`config.mk`:
```
export PLATFORM = sky130hd
export DESIGN_NAME = fact_ctrl
export DESIGN_NICKNAME = d
export VERILOG_FILES = /design/src/rtl/fact_ctrl.sv
export SDC_FILE = /design/constraint.sdc
export NUM_CORES = 1
export LEC_CHECK = 0
export ABC_AREA = 0
export CORE_UTILIZATION = 39
export DETAILED_ROUTE_END_ITERATION = 16
export GPL_TIMING_DRIVEN = 0
export PLACE_DENSITY = 0.8
export SLEW_MARGIN = 20
export SYNTH_ARGS = -nofsm -noshare
export SYNTH_HDL_FRONTEND = slang
export SYNTH_SLANG_ARGS = --single-unit
```
`constraint.sdc`:
```
create_clock -name CLK -period 2.16 [get_ports CLK]
set_input_delay 0.324 -clock CLK [delete_from_list [all_inputs] [get_ports CLK]]
set_output_delay 0.324 -clock CLK [all_outputs]
set_load 0.02 [all_outputs]
```
`src/rtl/fact_ctrl.sv`:
```
// Control unit for the iterative factorial datapath: accepts N on a GO/DONE
// handshake, range-checks it and sequences the counter/multiplier/accumulator strobes.
module fact_ctrl #(
  parameter int WIDTH = 32,
  parameter int MAX_N = 12
) (
  input  logic             CLK,
  input  logic             RST,
  input  logic             GO,
  input  logic [WIDTH-1:0] N_IN,
  input  logic             GT,
  output logic [WIDTH-1:0] N_OUT,
  output logic             MUX,
  output logic             REG_LD,
  output logic             CNT_LD,
  output logic             CNT_EN,
  output logic             DONE,
  output logic             ERR,
  output logic             BUSY,
  output logic [2:0]       STATE
);

  localparam logic [2:0] S_IDLE  = 3'd0;
  localparam logic [2:0] S_LOAD  = 3'd1;
  localparam logic [2:0] S_CHECK = 3'd2;
  localparam logic [2:0] S_MULT  = 3'd3;
  localparam logic [2:0] S_FIN   = 3'd4;
  localparam logic [2:0] S_ERR   = 3'd5;

  localparam logic [WIDTH-1:0] MAX_LIM = WIDTH'(MAX_N);

  // Handshake: GO is a level request sampled only in IDLE; DONE stays high in
  // FIN/ERR until GO is seen low, so one GO assertion yields exactly one run.
  logic [2:0] state;
  logic [2:0] state_nx;

  assign STATE = state;

  always_ff @(posedge CLK or posedge RST) begin
    if (RST) state <= S_IDLE;
    else     state <= state_nx;
  end

  // N is captured only on the accepting edge and held until the next acceptance.
  always_ff @(posedge CLK or posedge RST) begin
    if (RST) begin
      N_OUT <= '0;
    end else if (state == S_IDLE && GO) begin
      N_OUT <= N_IN;
    end
  end

  always_comb begin
    state_nx = S_IDLE;
    case (state)
      S_IDLE: begin
        if (!GO)                 state_nx = S_IDLE;
        else if (N_IN > MAX_LIM) state_nx = S_ERR;
        else                     state_nx = S_LOAD;
      end
      S_LOAD:  state_nx = S_CHECK;
      S_CHECK: state_nx = GT ? S_MULT : S_FIN;
      S_MULT:  state_nx = S_CHECK;
      S_FIN:   state_nx = GO ? S_FIN : S_IDLE;
      S_ERR:   state_nx = GO ? S_ERR : S_IDLE;
      default: state_nx = S_IDLE;
    endcase
  end

  always_comb begin
    MUX    = 1'b0;
    REG_LD = 1'b0;
    CNT_LD = 1'b0;
    CNT_EN = 1'b0;
    DONE   = 1'b0;
    ERR    = 1'b0;
    BUSY   = 1'b0;
    case (state)
      S_LOAD: begin
        CNT_LD = 1'b1;
        REG_LD = 1'b1;
        BUSY   = 1'b1;
      end
      S_CHECK: BUSY = 1'b1;
      S_MULT: begin
        MUX    = 1'b1;
        REG_LD = 1'b1;
        CNT_EN = 1'b1;
        BUSY   = 1'b1;
      end
      S_FIN: begin
        DONE = 1'b1;
        BUSY = 1'b1;
      end
      S_ERR: begin
        DONE = 1'b1;
        ERR  = 1'b1;
        BUSY = 1'b1;
      end
      default: ;
    endcase
  end

endmodule

```
==> impl_metrics.ini, run 1 <==
[global_route]
grt_overflow_total = 0
grt_start_max_net_pins = 36
grt.total_usage_pct = 19.9
antenna_found_initial = 0
first_pass_grt_wire_length_um = 6000
grt_pass1_vias = 1244

[logic_synthesis]
synth_top_area_cell = sky130_fd_sc_hd__dfrtp_1
syn-num-nets = 140
synthFlopType = sky130_fd_sc_hd__dfrtp_1
syn-mean-instance-area_um2 = 14.2
synth.ff_latch_count = 35
seq_area_frac_synth_pct = 59.1
synth_largest_type_area_fraction_pct = 59.1
area_of_the_mapped_netlist_um2 = 1480
synthMostInstantiatedCell = sky130_fd_sc_hd__dfrtp_1
synth.lib_cells_used.distinct = 23
synth_enable_flop_cells = 0
synth.area.top_cells = sky130_fd_sc_hd__dfrtp_1, sky130_fd_sc_hd__mux2_1, sky130_fd_sc_hd__mux2_2, sky130_fd_sc_hd__nor4_1, sky130_fd_sc_hd__buf_6
syn-instance-count = 104
top_cell_types_by_occurrence_after_synthesis = sky130_fd_sc_hd__dfrtp_1, sky130_fd_sc_hd__mux2_1, sky130_fd_sc_hd__mux2_2, sky130_fd_sc_hd__nor4_1
synth-warning-count = 0
postSynth.asyncResetShare_pct = 100

[cts]
tritoncts = yes
cts-root-to-sink-buffers = 2
cts_buffers = 5
worstSkewPairLatency_ps = 280
ctsRootBufferMaster = sky130_fd_sc_hd__clkbuf_8
cts_hold_buf = 0
htreeDepth = 2
post_cts.repair.setup_buffers = 0
cts_num_sinks = 35
cts.reportedPaths.clkPinSlew_ps = 60

[floorplan]
placement_rows = 22
floorplan.die_area_um2 = 4050
initial_utilization_pct = 40.5
die_width_um = 63.6
core-area_um2 = 3660
total_i_o_pin_count = 78
fp.dieH_um = 63.6

[pwr]
internal_power_w = 0.00228
switching_share_pct = 36.9
net_switching_power_figure_w = 0.00133
seqPwrFrac_pct = 33.0
power.ir.vdd_worst_uv = 742
total_power_w = 0.00361
power_leakage_nw = 0.975
power_frac_comb_pct = 53.9
total_power_density_per_cell_area_nw_per_um2 = 1510
power.share.clock_pct = 13.0

[routing]
first_drt_iteration_drcs = 47
wire_per_inst_um = 15.6
drc = 0
first_pass_iters = 3
routed_via_density = 4.86
totalWireLength_um = 3640
drt.antenna.violating_nets = 0
dr_total_vias = 1137

[critical_path]
worstSetupStartpointType = register
critical_path.endpoint_type = output pin
crit_chain = buf_2, nor2b_2, and2_1, clkdlybuf4s50_1
timing.critical_path.slowest_stage_cell = sky130_fd_sc_hd__clkdlybuf4s50_1
setup.worst_path.class = register to output pin
max_stage_delay_ps = 590
worstPathMaxFanout = 9
largest_delay_share_family_worst_path = buffers and inverters
worstPathBufferInverterCount = 2
critical_path_required_ps = 1840
cp_data_arrival_time_ps = 1730

[finish]
diodes = 0
final_layout_size_suffix_gt1_share_pct = 16.7
nets = 222
postLayoutCellArea_um2 = 2400
area.growth.synth_to_final_pct = 61.8

[sta]
finalHoldViolCount = 0
final_critical_path_share_of_the_clock_period_pct = 95.0
rsz0062_at_grt = false
timing.final.max_slew_violations = 0
setup_total_negative_slack_ps = 0
final-setup-viol-count = 0
min_period_ps = 2050
worst_slew_pin_slew_ps = 715
slew_headroom_pct = 52.2
post-route-worst-setup-slack_ps = 107
achievable-frequency_mhz = 487
clock-skew-final_ps = 4.75

[placement]
numPortBuffers = 77
dpl_worst_slack_ps = 120
placed_area_um2 = 2310
place.detailed.hpwl_um = 2830
globalplace.congestion = 0.857

[run_status]
status = complete, no violations

[flow_run]
max_cap_viol_count = 0

[worst_hold_path]
worstHoldPathType = input pin to async pin
-- power groups by stage --
stage	Sequential [W]	Combinational [W]	Clock (W)
floorplan	0.00156	0.000629	0
finish	0.00119	0.00195	0.000471
CTS	0.00119	0.00197	0.000481
detailed placement	0.00116	0.00200	0
global placement	0.00114	0.00196	0
global route	0.00124	0.00206	0.000504
-- final timing paths --
check	start	to	slack, ps	cells past startpoint
max in group asynchronous	RST	STATE[0]	1170	2
hold reg to reg	N_OUT[19]	N_OUT[19]	490	1
setup / recovery	STATE[1]	ERR	110	4
min in group CLK	N_OUT[19]	N_OUT[19]	490	1
setup reg to reg	STATE[1]	N_OUT[22]	440	5
hold / removal	RST	N_OUT[12]	480	2
-- layout make-up --
class,count,area (um^2)
fillers,281,1260
flip-flops and latches,35,878
repair buffers,77,768
multi-input cells,60,549
clock buffers,6,82.6
well taps,48,60.1
plain buffers,5,46.3
inverters,2,7.51
clock inverters,1,5.00
-- layer usage --
metal  vias up  GRT usage [%]  part of all wire, %
met5         -              0                    0
met2        41           34.6                   50
met4         0           9.38                  2.8
met1       552           22.5                   42
li1        532              -                    -
met3        12           5.43                  5.0
-- logic make-up (layout without fill, tap and decap cells) --
kind of cell	after synthesis	count (layout)	synth area share [%]
flip-flops	35	35	59.1
AO/OA/AOI/OAI	6	6	2.45
AND/OR/NAND/NOR	21	21	9.37
XOR/XNOR	1	1	0.591
buffers and inverters	9	91	4.14
multiplexers	32	32	24.3
-- metrics by stage --
step | instances | util [%] | hold slack [ps]
2_1_floorplan | 104 | - | 440
3_5_place_dp | 229 | 63.2 | 474
4_1_cts | 234 | 65.4 | 489
6_report | 234 | 65.5 | 480
3_3_place_gp | 229 | 63.2 | 466
5_1_grt | 234 | 65.5 | 508
-- repair_timing --
action / CTS / global route
endpoints found under the setup margin: 5 / 2
endpoints found under the hold margin: 0 / 0
resized for setup: 2 / 3
-- placed cells by master (no fill, tap or decap), types with 2 or more instances in the layout --
cell and instances:
sky130_fd_sc_hd__buf_6 3, sky130_fd_sc_hd__nor4_1 7, sky130_fd_sc_hd__o21ai_0 2, sky130_fd_sc_hd__mux2_2 11
sky130_fd_sc_hd__a21oi_1 2, sky130_fd_sc_hd__nor2_1 2, sky130_fd_sc_hd__clkdlybuf4s50_1 76, sky130_fd_sc_hd__dfrtp_1 33
sky130_fd_sc_hd__and2_1 2, sky130_fd_sc_hd__clkbuf_8 6, sky130_fd_sc_hd__buf_4 2, sky130_fd_sc_hd__mux2_1 21
sky130_fd_sc_hd__dfrtp_2 2, sky130_fd_sc_hd__nor2b_2 2, sky130_fd_sc_hd__nand4_1 2
-- registers in the layout, summed over array words and instances (netlist names) --
| signal | cells |
|---|---|
| N_OUT | 32 |
| STATE | 3 |
Note: power is estimated with default switching activity, not from simulation.
==> run 2: changes to the inputs <==
--- a/config.mk
+++ b/config.mk
@@ -6,6 +6,7 @@
 export NUM_CORES = 1
 export LEC_CHECK = 0
 export ABC_AREA = 0
+export CORE_MARGIN = 10
 export CORE_UTILIZATION = 39
 export DETAILED_ROUTE_END_ITERATION = 16
 export GPL_TIMING_DRIVEN = 0
==> impl_metrics.ini, run 2 (same netlist as run 1, synthesis figures left out) <==
[critical_path]
worst_r2r_path_depth = 5
critical_path.startpoint = STATE[0]
critical_path.endpoint_type = output pin
worstSetupStartpointType = register
critical_path_required_ps = 1840
reg2reg_to = N_OUT[10]
reg2reg_setup_slack_ps = 450
worst_r2r_startpoint = STATE[1]
worstPathMaxFanout = 8
worst_setup_path_endpoint = CNT_EN
cp_data_arrival_time_ps = 1690
setup.worst_path.class = register to output pin

[finish]
fin_util_pct = 65.6
fill_cells = 281
area.growth.synth_to_final_pct = 62.2
largest_register_ff_count = 32
diodes = 0
final_layout_size_suffix_gt1_share_pct = 15.6
postLayoutCellArea_um2 = 2400
largest_register = N_OUT
layout_common_cells = sky130_fd_sc_hd__clkdlybuf4s50_1, sky130_fd_sc_hd__dfrtp_1, sky130_fd_sc_hd__mux2_1, sky130_fd_sc_hd__mux2_2, sky130_fd_sc_hd__nor4_1
nets = 222
final_common_cell = sky130_fd_sc_hd__clkdlybuf4s50_1

[sta]
finalHoldViolCount = 0
worst_slew_pin_slew_ps = 715
clock-skew-final_ps = 2.14
final_critical_path_share_of_the_clock_period_pct = 93.4
slew_headroom_pct = 52.3
final-setup-viol-count = 0
setup_total_negative_slack_ps = 0
worst_hold_slack_across_all_endpoints_ps = 483
achievable-frequency_mhz = 496
rsz0062_at_grt = false
min_period_ps = 2020
timing.final.max_slew_violations = 0

[flow_run]
max_cap_viol_count = 0

[routing]
routed_via_density = 4.92
dr_total_vias = 1151
first_drt_iteration_drcs = 26
wire_per_inst_um = 19.1
totalWireLength_um = 4460
first_pass_iters = 3
drt.antenna.violating_nets = 0
drc = 0

[floorplan]
initial_utilization_pct = 40.5
die_width_um = 81.6
fp.dieH_um = 81.6
placement_rows = 22
total_i_o_pin_count = 78
floorplan.die_area_um2 = 6660
core-area_um2 = 3660

[pwr]
power.ir.vdd_worst_uv = 579
internal_power_w = 0.00227
switching_share_pct = 37.6
power_leakage_nw = 1.01
seqPwrFrac_pct = 32.9
total_power_w = 0.00364
total_power_density_per_cell_area_nw_per_um2 = 1520
power.share.clock_pct = 12.7
net_switching_power_figure_w = 0.00137
power_frac_comb_pct = 54.4

[worst_hold_path]
worstHoldPathType = input pin to async pin

[cts]
cts_hold_buf = 0
htreeDepth = 2
ctsRootBufferMaster = sky130_fd_sc_hd__clkbuf_8
worstSkewPairLatency_ps = 280
cts.reportedPaths.clkPinSlew_ps = 60
post_cts.repair.setup_buffers = 0
tritoncts = yes
postCtsResizedCells = 2
cts-root-to-sink-buffers = 2
cts_num_sinks = 35
cts_buffers = 5

[global_route]
grt_pass1_vias = 1274
grt.total_usage_pct = 13.3
first_pass_grt_wire_length_um = 6690
grt_start_max_net_pins = 36
antenna_found_initial = 0
grt_overflow_total = 0

[run_status]
status = complete, no violations

[placement]
globalplace.congestion = 0.701
placed_area_um2 = 2310
numPortBuffers = 77
place.detailed.hpwl_um = 3610
[run 2: critical path, cell delays in order, from the launching register on]
cell and delay [ps]:
sky130_fd_sc_hd__dfrtp_2 450, sky130_fd_sc_hd__nor2b_2 190, sky130_fd_sc_hd__and2_1 150, sky130_fd_sc_hd__clkdlybuf4s50_1 610
[run 2: layout make-up]
type	instances	area, um^2	share of cell area [%]
Sequential cell	35	878	36.6
Inverter	2	7.51	0.313
Multi-Input combinational cell	60	547	22.8
Timing Repair Buffer	77	776	32.3
Clock inverter	1	5.00	0.208
Buffer	5	46.3	1.93
Tap cell	48	60.1	2.50
Clock buffer	6	82.6	3.44
[run 2: worst min-delay path by stage]
stage                     slack, ps  startpoint         to
after CTS                       490    N_OUT[4]   N_OUT[4]
after global placement          470    N_OUT[9]   N_OUT[9]
after floorplan                 440          GO   STATE[2]
after global routing            510    N_OUT[8]   N_OUT[8]
final                           480         RST  N_OUT[12]
after detailed placement        470    N_OUT[4]   N_OUT[4]
[run 2: power by group through the flow]
stage               sequential [W]  combinational [W]  clock [W]
floorplan                  0.00156           0.000629          0
global placement           0.00114            0.00200          0
finish                     0.00120            0.00198   0.000463
detailed placement         0.00117            0.00205          0
CTS                        0.00120            0.00201   0.000480
global route               0.00124            0.00209   0.000503
[run 2: stage by stage]
stage	worst slack, ps	instances
finish	143	234
global route	34.8	234
CTS	11.6	234
global placement	158	229
floorplan	187	104
detailed placement	94.6	229
[run 2: per-layer routing]
| metal | routed length [um] | share of wire [%] | up-vias | track usage (%) |
|---|---|---|---|---|
| met5 | 0 | 0 | - | 0 |
| met4 | 82 | 1.8 | 0 | 5.27 |
| met3 | 382 | 8.6 | 8 | 5.24 |
| met2 | 2450 | 55 | 43 | 25.9 |
| met1 | 1550 | 35 | 563 | 11.9 |
| li1 | - | - | 537 | - |
